### config.mk
export PLATFORM = sky130hd
export DESIGN_NAME = serial_add
export DESIGN_NICKNAME = d
export VERILOG_FILES = /design/src/rtl/serial_add.sv
export SDC_FILE = /design/constraint.sdc
export NUM_CORES = 1
export LEC_CHECK = 0
export BUFFER_PORTS_ARGS = -buffer_cell sky130_fd_sc_hd__buf_2
export CELL_PAD_IN_SITES_DETAIL_PLACEMENT = 0
export CELL_PAD_IN_SITES_GLOBAL_PLACEMENT = 1
export CORE_MARGIN = 2
export CORE_UTILIZATION = 40
export CTS_CLUSTER_DIAMETER = 40
export DETAILED_ROUTE_END_ITERATION = 8
export PLACE_DENSITY = 0.71
export SLEW_MARGIN = 15
export SYNTH_ARGS = -nofsm -noshare
export SYNTH_HDL_FRONTEND = slang
export SYNTH_SLANG_ARGS = --single-unit
### constraint.sdc
create_clock -name clk -period 4.85 [get_ports clk]
set_input_delay 0.7275 -clock clk [delete_from_list [all_inputs] [get_ports clk]]
set_output_delay 0.7275 -clock clk [all_outputs]
set_load 0.1 [all_outputs]
### src/rtl/serial_add.sv
// Chunk-serial adder/subtractor/accumulator: adds CHUNK bits per clock, LSB chunk first,
// and presents registered z/cout/ovf with a one-cycle done pulse after K = WIDTH/CHUNK cycles.
module serial_add #(
    parameter int unsigned WIDTH = 32,
    parameter int unsigned CHUNK = 8
) (
    input  logic             clk,
    input  logic             rst_n,
    input  logic             start,
    input  logic [1:0]       mode,
    input  logic [WIDTH-1:0] a,
    input  logic [WIDTH-1:0] b,
    input  logic             cin,
    output logic             busy,
    output logic             done,
    output logic [WIDTH-1:0] z,
    output logic             cout,
    output logic             ovf
);

    localparam int unsigned K    = WIDTH / CHUNK;
    localparam int unsigned IdxW = (K > 1) ? $clog2(K) : 1;

    typedef enum logic [1:0] {
        StIdle,
        StRun,
        StDone
    } state_e;

    state_e            state_q, state_d;
    logic [WIDTH-1:0]  x_q, x_d;
    logic [WIDTH-1:0]  y_q, y_d;
    logic [WIDTH-1:0]  res_q, res_d;
    logic [WIDTH-1:0]  acc_q, acc_d;
    logic [WIDTH-1:0]  z_q, z_d;
    logic [IdxW-1:0]   idx_q, idx_d;
    logic              carry_q, carry_d;
    logic              acc_op_q, acc_op_d;
    logic              cout_q, cout_d;
    logic              ovf_q, ovf_d;
    logic              busy_q, busy_d;
    logic              done_q, done_d;

    logic [CHUNK-1:0]  chunk_x, chunk_y;
    logic [CHUNK:0]    chunk_sum;
    logic [WIDTH-1:0]  res_next;
    logic              last_chunk;
    logic              msb_carry_in;

    // Datapath for the chunk selected by idx_q.
    always_comb begin
        chunk_x  = '0;
        chunk_y  = '0;
        for (int k = 0; k < int'(K); k++) begin
            if (idx_q == IdxW'(k)) begin
                chunk_x = x_q[k*CHUNK +: CHUNK];
                chunk_y = y_q[k*CHUNK +: CHUNK];
            end
        end
        chunk_sum = {1'b0, chunk_x} + {1'b0, chunk_y} + {{CHUNK{1'b0}}, carry_q};
        res_next  = res_q;
        for (int k = 0; k < int'(K); k++) begin
            if (idx_q == IdxW'(k)) begin
                res_next[k*CHUNK +: CHUNK] = chunk_sum[CHUNK-1:0];
            end
        end
        last_chunk   = (idx_q == IdxW'(K - 1));
        // Carry into the top bit recovered from its sum bit and the two operand bits.
        msb_carry_in = chunk_sum[CHUNK-1] ^ chunk_x[CHUNK-1] ^ chunk_y[CHUNK-1];
    end

    always_comb begin
        state_d  = state_q;
        x_d      = x_q;
        y_d      = y_q;
        res_d    = res_q;
        acc_d    = acc_q;
        z_d      = z_q;
        idx_d    = idx_q;
        carry_d  = carry_q;
        acc_op_d = acc_op_q;
        cout_d   = cout_q;
        ovf_d    = ovf_q;

        case (state_q)
            StIdle, StDone: begin
                if (start) begin
                    state_d  = StRun;
                    idx_d    = '0;
                    res_d    = '0;
                    acc_op_d = (mode == 2'b10);
                    case (mode)
                        2'b01: begin
                            x_d     = a;
                            y_d     = ~b;
                            carry_d = 1'b1;
                        end
                        2'b10: begin
                            x_d     = acc_q;
                            y_d     = a;
                            carry_d = cin;
                        end
                        default: begin
                            x_d     = a;
                            y_d     = b;
                            carry_d = cin;
                        end
                    endcase
                end else begin
                    state_d = StIdle;
                end
            end
            StRun: begin
                res_d   = res_next;
                carry_d = chunk_sum[CHUNK];
                idx_d   = idx_q + 1'b1;
                if (last_chunk) begin
                    state_d = StDone;
                    z_d     = res_next;
                    cout_d  = chunk_sum[CHUNK];
                    ovf_d   = msb_carry_in ^ chunk_sum[CHUNK];
                    if (acc_op_q) begin
                        acc_d = res_next;
                    end
                end
            end
            default: state_d = StIdle;
        endcase

        busy_d = (state_d == StRun);
        done_d = (state_d == StDone);
    end

    always_ff @(posedge clk or negedge rst_n) begin
        if (!rst_n) begin
            state_q  <= StIdle;
            x_q      <= '0;
            y_q      <= '0;
            res_q    <= '0;
            acc_q    <= '0;
            z_q      <= '0;
            idx_q    <= '0;
            carry_q  <= 1'b0;
            acc_op_q <= 1'b0;
            cout_q   <= 1'b0;
            ovf_q    <= 1'b0;
            busy_q   <= 1'b0;
            done_q   <= 1'b0;
        end else begin
            state_q  <= state_d;
            x_q      <= x_d;
            y_q      <= y_d;
            res_q    <= res_d;
            acc_q    <= acc_d;
            z_q      <= z_d;
            idx_q    <= idx_d;
            carry_q  <= carry_d;
            acc_op_q <= acc_op_d;
            cout_q   <= cout_d;
            ovf_q    <= ovf_d;
            busy_q   <= busy_d;
            done_q   <= done_d;
        end
    end

    assign busy = busy_q;
    assign done = done_q;
    assign z    = z_q;
    assign cout = cout_q;
    assign ovf  = ovf_q;

endmodule

; Word level (Yosys, flattened, before mapping)
; Cells that the tools add are included.
[totals]
out_inout_bits = 36
regBits = 170
in_bits = 70
word_cells = 62
[classes]
n_eq_ne = 10
addsub = 3
muxes = 24
bitwise = 4
reduce_logical = 8
[op_table]
columns = operator, n
row1 = one-hot mux 32 bit (2 select lines), 2
row2 = 2-to-1 mux 8 bit, 12
row3 = 2-to-1 mux 32 bit, 2
row4 = NOT 32 bit, 1
row5 = "equality test 2 bit, second input constant", 5
row6 = adder 8 x 8 -> 9 bit, 1
row7 = adder 9 x 1 -> 9 bit, 1
row8 = "equality test 2 x 1 -> 1 bit, second input constant", 4
row9 = one-hot mux 2 bit (2 select lines), 2
row10 = AND reduction 2 bit, 3
row11 = logical NOT 2 bit, 2
row12 = 2-to-1 mux 2 bit, 2
row13 = 2-to-1 mux 1 bit, 3
row14 = AND reduction 3 bit, 1
row15 = bitwise XOR 1 bit, 3
row16 = "adder 2 x 1 -> 2 bit, second input constant", 1
row17 = "inequality test 2 bit, second input constant", 1
row18 = one-hot mux 1 bit (2 select lines), 1
row19 = nonzero test 2 bit, 1
row20 = OR reduction 2 bit, 1

; Depth between registers and ports, before layout
[logic_depth]
depth_word = 10
mapped_depth = 17
ltp_nobuf = 16

; Worst setup path before layout
; No wires, ideal clock.
[synth_timing]
path_kind = reg-to-reg
startpoint = register idx_q[1]
endpoint = register res_q[14]
t_required_ns = 4.729
stages_incl_launch_ff = 18
period_less_slack_ns = 3.424
arrival_ns = 3.303
setup_time_ns = 0.121
setup_slack_ns = 1.426
path_buffers = 2
path_cell_list = dfrtp_1 inv_1 ha_1 buf_2 buf_1 a22oi_1 nor2_1 a21oi_1 nor2_1 a21oi_1 fa_1 fa_1 nor2b_1 o21a_1 o21a_1 o311ai_2 and2_1 a22o_1
[synth_via]
elab_chain_cells = 9
[synth_lines]
columns = element, line
row1 = start: declaration, 36  ; logic [IdxW-1:0] idx_q, idx_d;
row2 = start signal: assignment, 156  ; idx_q <= idx_d;
row3 = logical NOT 2 bit, 55  ; if (idx_q == IdxW'(k)) begin
row4 = 2-to-1 mux 8 bit (4 in series), 55
row5 = adder 8 x 8 -> 9 bit, 60  ; chunk_sum = {1'b0, chunk_x} + {1'b0, chunk_y} + {{CHUNK{1'b0}}, carry_q};
row6 = adder 9 x 1 -> 9 bit, 60
row7 = 2-to-1 mux 8 bit (*), 63  ; if (idx_q == IdxW'(k)) begin
row8 = one-hot mux 32 bit (2 select lines) (*), 85  ; case (state_q)
row9 = end signal: assignment, 153  ; res_q <= res_d;
row10 = end: declaration, 33  ; logic [WIDTH-1:0] res_q, res_d;
; Every way passes the cells marked *; elsewhere a longest branch is shown, timed or not.
; A chain may end at the register's enable or synchronous reset.

; Worst setup path after layout
[layout_timing]
startpoint = register idx_q[1]
endpoint = register ovf_q (netlist: ovf)
[layout_via]
elab_chain_cells = 10
[layout_lines]
columns = element, line
row1 = logical NOT 2 bit, 55
row2 = 2-to-1 mux 8 bit (4 in series), 55
row3 = adder 8 x 8 -> 9 bit, 60
row4 = adder 9 x 1 -> 9 bit, 60
row5 = bitwise XOR 1 bit (2 in series), 69  ; msb_carry_in = chunk_sum[CHUNK-1] ^ chunk_x[CHUNK-1] ^ chunk_y[CHUNK-1];
row6 = bitwise XOR 1 bit, 121  ; ovf_d = msb_carry_in ^ chunk_sum[CHUNK];
row7 = end signal: assignment, 160  ; ovf_q <= ovf_d;
row8 = end: declaration, 40  ; logic ovf_q, ovf_d;
; Parallel ways exist; a longest one is shown, timed or not.

==> flow_summary.yaml <==
outcome:
  outcome: "finished, final reports clean"
placed_design:
  dp_hpwl_um: 16500
  place_congestion: 0.879
  port_buffers: 105
clocking:
  cts_buffers: 17
  clkSlewWorstSetupHoldPaths_ps: 70
  clockBufferDepth: 2
  cts_tree: "built"
  cts_root_buffer: "clkbuf_16"
  clock_latency_ps: 440
  cts_max_level: 4
  postCtsSetupRepairBufs: 0
  post_cts_resized: 0
  postCtsHoldBufs: 0
  clkSinkCount: 162
grt:
  grt_pass1_vias: 6399
  grt.total_usage_pct: 22.7
  grt-ovfl-total: 0
  grt_max_degree: 97
  antenna_found_initial: 0
  grt_pass1_wl_um: 37100
sta:
  clock.fmax_ghz: 0.246
  tns_ps: 0
  period_minus_slack_ps: 4060
  drv_slew: 0
  hold_violations: 0
  setup_viol: 0
  worst_slew_pin_slew_ps: 1100
  relSlewSlack_pct: 26.4
  skew_ps: 10.8
  grt_setup_unrepaired: "false"
  fin_hold_ws_ps: 391
  fin_crit_sh_pct: 83.7
synth:
  syn_inst: 902
  syn_area_um2: 8060
  syn_nets: 987
  async_flop_share_pct: 100
  ys_seq_elements: 162
  synth-main-ff-cell: "dfrtp_1"
  synth-edff-count: 0
  synth_warnings: 0
  syn_area_per_cell_um2: 8.93
  synth_cell_types: 42
  yosysSeqAreaShare_pct: 50.3
pwr:
  p_int_w: 0.00384
  cellPowerDensity_nw_per_um2: 826
  switching_share_pct: 50.3
  leakagePower_nw: 4.36
  seqPwrFrac_pct: 29.8
  power_frac_clock_pct: 17.7
  ir_drop_mv: 0.536
  combPwrFrac_pct: 52.5
  netSwitchingPower_w: 0.00389
die:
  core_area_um2: 19600
  die_h_um: 146
  design.die.area_um2: 21300
  chipWidth_um: 146
  ioPinCount: 106
  rows: 51
  start_util_pct: 41.1
worst_hold_path:
  hold_path.class: "input pin to asynchronous set/reset pin"
critical_path:
  cp_slowest_cell: "ha_1"
  cp_top_family: "compound AO/OA/AOI/OAI gates"
  r2r_slack_ps: 790
  crit_path_end: "ovf"
  reg2reg_to: "ovf"
  cp-end-kind: "flop"
  slowest_delay_ps: 500
  worstSetupStartpointType: "flop"
  reg2regPathDepth: 14
  worst_r2r_startpoint: "idx_q[1]"
  worstPathRequired_ps: 5220
  startpoint: "idx_q[1]"
  critPathMaxFanout: 31
  worstSetupPathType: "flop to flop"
  critPathBufInv: 2
  cp.depth: 14
  crit_chain: "inv_1, ha_1, buf_4, nor2_1, a21oi_1, nor2_1, a21oi_1, o21ai_0, ha_1, and3_1, a221o_1, a31oi_1, xnor3_1, o21ai_1"
  worst_ep_arrival_time_ps: 4430
cells_and_area:
  multi_input_area_um2: 3720
  nets: 1059
  area_delta_synth_final_pct: 16.2
  fillCellCount: 1970
  num_antenna_cells: 0
  register_area_um2: 4050
  layout-drive-gt1-share_pct: 15.6
detailed_routing:
  wl_um: 23500
  drtPass1Iterations: 5
  vias_per_cell: 5.23
  drtIter0Drc: 387
  drtAntennaViolNets: 0
  drc_errors: 0
  dr_total_vias: 6549
  wire_per_inst_um: 18.8
flow_run:
  max_cap_violations: 0
==> final cells by class <==
cell class	count	share of cell area [%]
Clock buffer	19	4.62
Clock inverter	13	1.62
Inverter	12	0.481
Multi-Input combinational cell	663	39.7
Sequential cell	162	43.3
Tap cell	265	3.54
Timing Repair Buffer	118	6.72
==> metal layers <==
layer	up-vias	part of all wire [%]	GRT usage, %
met5	-	0	0
met2	147	44	34.4
met4	0	2.1	7.21
met1	3153	49	33.0
li1	3219	-	-
met3	30	4.4	4.26
==> worst reg2reg max path, cell delays in order (launching register included) <==
cell and delay, ps:
dfrtp_1 400, inv_1 110, ha_1 500, buf_4 430
nor2_1 90, a21oi_1 160, nor2_1 70, a21oi_1 130
o21ai_0 90, ha_1 390, and3_1 230, a221o_1 350
a31oi_1 480, xnor3_1 440, o21ai_1 120
==> sequential cells by signal, indices dropped and copies added, names as in the netlist <==
| register | flops |
|---|---|
| acc_op_q | 1 |
| acc_q | 32 |
| busy | 1 |
| carry_q | 1 |
| cout | 1 |
| done | 1 |
| idx_q | 2 |
| ovf | 1 |
| res_q | 24 |
| state_q | 2 |
| x_q | 32 |
| y_q | 32 |
| z | 32 |
==> synthesized netlist by cell type (2+ instances only) <==
master / n / area share (%)
nand2b_1: 40 / 3.1
a21o_1: 4 / 0.37
and3_1: 3 / 0.23
nand2_1: 198 / 9.2
a32o_1: 3 / 0.37
o21ai_0: 123 / 7.6
nor2b_1: 5 / 0.39
a22o_1: 22 / 2.4
nand3b_1: 5 / 0.47
and2_1: 3 / 0.23
a31oi_1: 9 / 0.70
clkbuf_1: 49 / 2.3
mux2i_1: 54 / 6.7
ha_1: 13 / 2.0
dfrtp_1: 162 / 50
a21oi_1: 100 / 6.2
nor3_1: 3 / 0.19
a22oi_1: 2 / 0.19
xnor2_1: 3 / 0.33
inv_1: 12 / 0.56
fa_1: 2 / 0.50
o21a_1: 3 / 0.28
buf_2: 3 / 0.19
nor2_1: 47 / 2.2
buf_1: 13 / 0.61
o21ai_1: 5 / 0.31
==> per-stage QoR <==
stage | util, % | instances | power, W | cell area [um2] | setup slack, ps
5_1_grt | 47.8 | 1252 | 0.00823 | 9360 | 564
2_1_floorplan | - | 902 | 0.00514 | 8060 | 1430
6_report | 47.8 | 1252 | 0.00773 | 9360 | 790
3_5_place_dp | 44.8 | 1220 | 0.00638 | 8780 | 793
3_3_place_gp | 44.8 | 1220 | 0.00633 | 8780 | 868
4_1_cts | 47.8 | 1252 | 0.00776 | 9360 | 793
==> power by group through the flow <==
| stage | clock network [W] | logic, W | registers, W |
|---|---|---|---|
| 6_report | 0.00137 | 0.00406 | 0.00231 |
| 5_1_grt | 0.00145 | 0.00441 | 0.00237 |
| 4_1_cts | 0.00139 | 0.00406 | 0.00231 |
| 3_5_place_dp | 0 | 0.00405 | 0.00232 |
| 3_3_place_gp | 0 | 0.00400 | 0.00233 |
| 2_1_floorplan | 0 | 0.00214 | 0.00300 |
==> how the worst min path moves through the flow <==
stage                      to  slack [ps]      start
floorplan            acc_op_q         430      rst_n
global placement    res_q[10]         460  res_q[10]
detailed placement  acc_q[29]         470  acc_q[29]
CTS                   y_q[27]         430      rst_n
global route          y_q[28]         460      rst_n
finish                y_q[27]         390      rst_n
==> layout by cell type, fill, tap and decap left out, types with 9 or more instances in the layout <==
cell       netlist  routed
o21ai_0        123     123
clkbuf_16        0      17
nand2b_1        40      39
buf_2            3     104
dfrtp_1        162     162
buf_4            0      13
a22o_1          22      22
a21oi_1        100     100
ha_1            13      12
nand2_1        198     198
inv_1           12      12
mux2i_1         54      54
nor2_1          47      47
a31oi_1          9       9
==> logic make-up (layout without fill, tap and decap cells) <==
| kind of cell | count (synthesis) | count (layout) | synth area share [%] |
|---|---|---|---|
| buffers and inverters | 77 | 162 | 3.63 |
| xor gates and xnor gates | 5 | 5 | 0.714 |
| DFF | 162 | 162 | 50.3 |
| muxes | 55 | 55 | 6.85 |
| and+or+nand+nor | 308 | 308 | 16.5 |
| AOI/OAI and AO/OA | 280 | 280 | 19.5 |
| adders and majority gates | 15 | 15 | 2.52 |
No activity file was read; power rests on OpenSTA's default activity.
